`src/rtl/mtsp_bus_responder.sv`:
```
// Target-side responder for the MTSP master bus: services burst reads and writes
// against a single-port synchronous SRAM, returning read beats through a 2-entry buffer.
`timescale 1ns/1ps
module mtsp_bus_responder #(
    parameter int ADDR_WIDTH = 32,
    parameter int DATA_WIDTH = 256,
    parameter int MEM_AW     = 10,
    parameter int LEN_WIDTH  = 4
) (
    input  logic                  CLK,
    input  logic                  RST,
    input  logic                  REQ_VALID,
    output logic                  REQ_READY,
    input  logic                  REQ_WRITE,
    input  logic [ADDR_WIDTH-1:0] REQ_ADDR,
    input  logic [LEN_WIDTH-1:0]  REQ_LEN,
    input  logic                  W_VALID,
    output logic                  W_READY,
    input  logic [DATA_WIDTH-1:0] W_DATA,
    output logic                  R_VALID,
    input  logic                  R_READY,
    output logic [DATA_WIDTH-1:0] R_DATA,
    output logic                  R_LAST,
    output logic                  W_DONE,
    output logic                  BUSY,
    output logic                  MEM_EN,
    output logic                  MEM_WE,
    output logic [MEM_AW-1:0]     MEM_ADDR,
    output logic [DATA_WIDTH-1:0] MEM_WDATA,
    input  logic [DATA_WIDTH-1:0] MEM_RDATA,
    output logic [1:0]            dbg_state
);

    // Handshakes: a transfer on REQ, W or R happens in a cycle where VALID and
    // READY are both 1 at the rising edge; VALID never waits on READY.
    typedef enum logic [1:0] {S_IDLE, S_WRITE, S_READ, S_DRAIN} state_t;

    state_t                 state;
    logic [MEM_AW-1:0]      idx;
    logic [LEN_WIDTH-1:0]   cnt;
    logic                   inflight;
    logic                   inflight_last;
    logic [DATA_WIDTH-1:0]  fifo_data [2];
    logic [1:0]             fifo_last;
    logic                   rd_ptr;
    logic                   wr_ptr;
    logic [1:0]             occ;
    logic                   w_done_q;

    logic w_fire;
    logic rd_issue;
    logic fifo_push;
    logic fifo_pop;
    logic unused_addr_bits;

    assign unused_addr_bits = ^{REQ_ADDR[4:0], REQ_ADDR[ADDR_WIDTH-1:5+MEM_AW]};

    assign w_fire   = (state == S_WRITE) && W_VALID;
    // Credit counts in-flight reads so the 2-entry buffer can never overflow.
    assign rd_issue = (state == S_READ) && ((occ + {1'b0, inflight}) < 2'd2);
    assign fifo_pop = (occ != 2'd0) && R_READY;
    // An empty buffer lets returning SRAM data go straight out; it is only stored if not taken.
    assign fifo_push = inflight && !((occ == 2'd0) && R_READY);

    assign REQ_READY = (state == S_IDLE) && !RST;
    assign W_READY   = (state == S_WRITE);
    assign MEM_EN    = w_fire || rd_issue;
    assign MEM_WE    = w_fire;
    assign MEM_ADDR  = MEM_EN ? idx : '0;
    assign MEM_WDATA = w_fire ? W_DATA : '0;
    assign R_VALID   = (occ != 2'd0) || inflight;
    assign R_DATA    = (occ != 2'd0) ? fifo_data[rd_ptr] : (inflight ? MEM_RDATA : '0);
    assign R_LAST    = (occ != 2'd0) ? fifo_last[rd_ptr] : (inflight && inflight_last);
    assign W_DONE    = w_done_q;
    assign BUSY      = (state != S_IDLE) || (occ != 2'd0) || inflight;
    assign dbg_state = state;

    always_ff @(posedge CLK or posedge RST) begin
        if (RST) begin
            state         <= S_IDLE;
            idx           <= '0;
            cnt           <= '0;
            inflight      <= 1'b0;
            inflight_last <= 1'b0;
            fifo_data[0]  <= '0;
            fifo_data[1]  <= '0;
            fifo_last     <= '0;
            rd_ptr        <= 1'b0;
            wr_ptr        <= 1'b0;
            occ           <= '0;
            w_done_q      <= 1'b0;
        end else begin
            w_done_q      <= 1'b0;
            inflight      <= rd_issue;
            inflight_last <= rd_issue && (cnt == '0);

            if (fifo_push) begin
                fifo_data[wr_ptr] <= MEM_RDATA;
                fifo_last[wr_ptr] <= inflight_last;
                wr_ptr            <= ~wr_ptr;
            end
            if (fifo_pop) begin
                rd_ptr <= ~rd_ptr;
            end
            case ({fifo_push, fifo_pop})
                2'b10:   occ <= occ + 2'd1;
                2'b01:   occ <= occ - 2'd1;
                default: occ <= occ;
            endcase

            case (state)
                S_IDLE: begin
                    if (REQ_VALID) begin
                        idx   <= REQ_ADDR[5 +: MEM_AW];
                        cnt   <= REQ_LEN;
                        state <= REQ_WRITE ? S_WRITE : S_READ;
                    end
                end
                S_WRITE: begin
                    if (w_fire) begin
                        idx <= idx + MEM_AW'(1);
                        cnt <= cnt - LEN_WIDTH'(1);
                        if (cnt == '0) begin
                            state    <= S_IDLE;
                            w_done_q <= 1'b1;
                        end
                    end
                end
                S_READ: begin
                    if (rd_issue) begin
                        idx <= idx + MEM_AW'(1);
                        cnt <= cnt - LEN_WIDTH'(1);
                        if (cnt == '0) begin
                            state <= S_DRAIN;
                        end
                    end
                end
                S_DRAIN: begin
                    if ((occ == 2'd0) && !inflight) begin
                        state <= S_IDLE;
                    end
                end
                default: state <= S_IDLE;
            endcase
        end
    end

endmodule

```
`config.mk`:
```
export PLATFORM = sky130hd
export DESIGN_NAME = mtsp_bus_responder
export DESIGN_NICKNAME = d
export VERILOG_FILES = /design/src/rtl/mtsp_bus_responder.sv
export SDC_FILE = /design/constraint.sdc
export NUM_CORES = 1
export LEC_CHECK = 0
export CORE_AREA = 2 2 419 421
export DETAILED_ROUTE_END_ITERATION = 12
export DIE_AREA = 0 0 421 423
export GPL_TIMING_DRIVEN = 0
export SLEW_MARGIN = 20
export SYNTH_ARGS = -nofsm -noshare
export SYNTH_HDL_FRONTEND = slang
export SYNTH_SLANG_ARGS = --single-unit
```
`constraint.sdc`:
```
create_clock -name CLK -period 50.7 [get_ports CLK]
set_clock_uncertainty 0.15 [all_clocks]
set_input_delay 10.14 -clock CLK [delete_from_list [all_inputs] [get_ports CLK]]
set_output_delay 10.14 -clock CLK [all_outputs]
set_load 0.005 [all_outputs]
```
==> metrics <==
status finished, final reports clean; worst-path maximum fanout 10; cts repair resizes 0; RSZ-0062 raised after global routing no; CTS tree built; FF-to-FF Start occ[1]$_DFFE_PP0P_; Synth area leader dfrtp_1; Max-Cap Viols 0; adder-cell share of the synthesized area 0.358%; CTS Buf Count 70; Post-Synth XOR/XNOR Area 0.219%; max frequency 42.8 MHz; largest family of logic cells by synthesized area multiplexers; Post-synth EDFFs 0; grt met2 use 36.1%; share of flip-flops with an asynchronous set or reset 100%; Top Usage Layer GRT met2; Starting Density 16.1%; Layout Cells excl Fill 6078; CP Capture Point MEM_WDATA[213]; Final #Nets 4165; Cells after Synth 2461; Cell Pwr Density 64.1 nW/um2; final-report setup violation count 0; Yosys reg bits 537; share of the synthesized area in the top cell type 48.0%; Netlist cell types 37; grt total ovfl 0; H-tree depth 3; met3 Use GR 8.72%; WP data arrival 13.06 ns; share of layout cells above drive strength 1 15.4%; Worst setup EP type output port; crit share post-route 46.1%; Area contributors post-synth dfrtp_1, mux2_2, mux2i_1; Core Area 173000 um2; GRT Util Overall 21.4%; slew margin rel. 33.9%; FF-to-FF End fifo_data[187]$_DFFE_PP0P_; Final Util 25.5%; CP Class in -> out; CP startpoint kind input port; Die H 423 um; drt first pass iters 5; final WL 199000 um; final setup TNS 0 ns; Req. time, crit path 40.41 ns; M1 GR Usage 18.4%; Ys Warns 0; max-slew violations 0; R2R cell count 6; GPL Wtd Cong 1.06; antenna viol nets, final 0; area delta synth->final 58.1%; Syn Std Cell Area 28000 um2; r2r setup slk 47.77 ns; Synth Area in Simple Gates 11.6%; post-synthesis mux area share 30.0%; number of global-route vias before repair 26.8k; Compound-Gate Fraction of Synth Area 5.52%; Vias 26.2k; HP Class reg -> reg; Avg Cell Area, Syn 11.4 um2; Clock Latency Late Sink 0.66 ns; DRT iter0 DRCs 1756; min-delay src fifo_data[473]$_DFFE_PP0P_; largest net degree at the start of global routing 95; first-pass GRT wire length 254000 um; min Tclk post-route 23.35 ns; Final Hold Vio Count 0; PnR Total Power 2.83 mW; CTS Hold Bufs 0; Most used DFF post-synth dfrtp_1; Clock Tree Root clkbuf_16; Die ar. 178000 um2; dpl hpwl 170000 um; DRC 0; setup repair bufs after CTS 0; routed wire length per instance 32.8 um; Seq/Total Area, Yosys 48.0%; most common cell after layout, fill and taps aside clkdlybuf4s50_1; clock slew at reported path FFs 0.06 ns; IO Count 1086; Cell Rows 153; CP startpoint W_VALID; clock sinks 537; vias per cell 4.31; antenna violations before repair 166; die width 421 um; dpl cells 5856; P_leak 18.3 nW; most frequent cells in the layout clkdlybuf4s50_1, dfrtp_1, mux2_2; IO Port Bufs 1063; hold_ws 0.334 ns; worst vdd ir 0.0269 mV; worst-case clock buffer depth 3; Slew @ Worst Pin 0.992 ns; Syn Nets 3023
[how the worst min path moves through the flow]
stage	endpoint	slack (ns)	depth (start not counted)
6_report	fifo_data[473]$_DFFE_PP0P_	0.33	1
2_1_floorplan	fifo_data[286]$_DFFE_PP0P_	0.31	1
3_3_place_gp	fifo_data[475]$_DFFE_PP0P_	0.32	1
3_5_place_dp	fifo_data[346]$_DFFE_PP0P_	0.32	1
5_1_grt	fifo_data[364]$_DFFE_PP0P_	0.34	1
4_1_cts	fifo_data[358]$_DFFE_PP0P_	0.34	1
[report_power, final]
group | switching, mW | internal, mW | leakage (nW)
clock network | 0.210 | 0.290 | 1.11
logic | 0.803 | 0.772 | 10.7
registers | 0.110 | 0.649 | 6.45
[synthesized netlist by cell type (all sizes together), types with 2 or more instances]
library cell / number
o21ai: 274
dfrtp: 537
nand4: 2
buf: 125
nand2: 22
inv: 18
a221oi: 6
xor2: 3
xnor2: 4
nand3: 264
a211o: 3
nor3: 10
a21oi: 5
ha: 8
or2: 4
or3: 3
and3: 256
nor2b: 6
mux2i: 261
clkbuf: 112
nor4: 2
nor2: 16
mux2: 514
[critical path, cell delays in order]
cell and delay [ns]:
clkdlybuf4s50_1 0.65, clkbuf_1 0.66, clkbuf_1 0.36, and3_1 0.21
clkdlybuf4s50_1 1.01
[registers in the layout (all words and copies together), names as in the netlist, 2 cells and up]
signal	flops
cnt	4
dbg_state	2
fifo_data	512
fifo_last	2
idx	10
occ	2
[cell type report]
cell class                 instances  area, um2
timing repair buffer            1070      10800
clock buffer                      88       1910
inverter                          18       75.1
sequential                       537      13400
buffer                           237       1110
multi-input combinational       1669      13400
tap                             2325       2910
fill                           18300     129000
antenna                          103        258
clock inverter                    31        359
[kinds of logic after synthesis]
kind of cell,count (synthesis)
AOI/OAI and AO/OA,292
xor gates and xnor gates,7
adders and majority gates,8
buffers and inverters,255
DFF,537
muxes,775
and+or+nand+nor,587
[metal layers]
layer / wire (um) / share of wire (%) / vias up
met3: 17500 / 8.8 / 479
met1: 60400 / 30 / 13200
met5: 342 / 0.17 / -
met2: 97000 / 49 / 1136
li1: - / - / 11400
met4: 24200 / 12 / 46
[stage by stage]
step | setup slack (ns) | cell area [um2]
after CTS | 27.36 | 44000
after detailed placement | 27.36 | 41700
after global routing | 27.30 | 44200
after floorplan | 25.40 | 28000
after global placement | 17.79 | 41500
final | 27.35 | 44200
(Power assumes the default switching activity.)
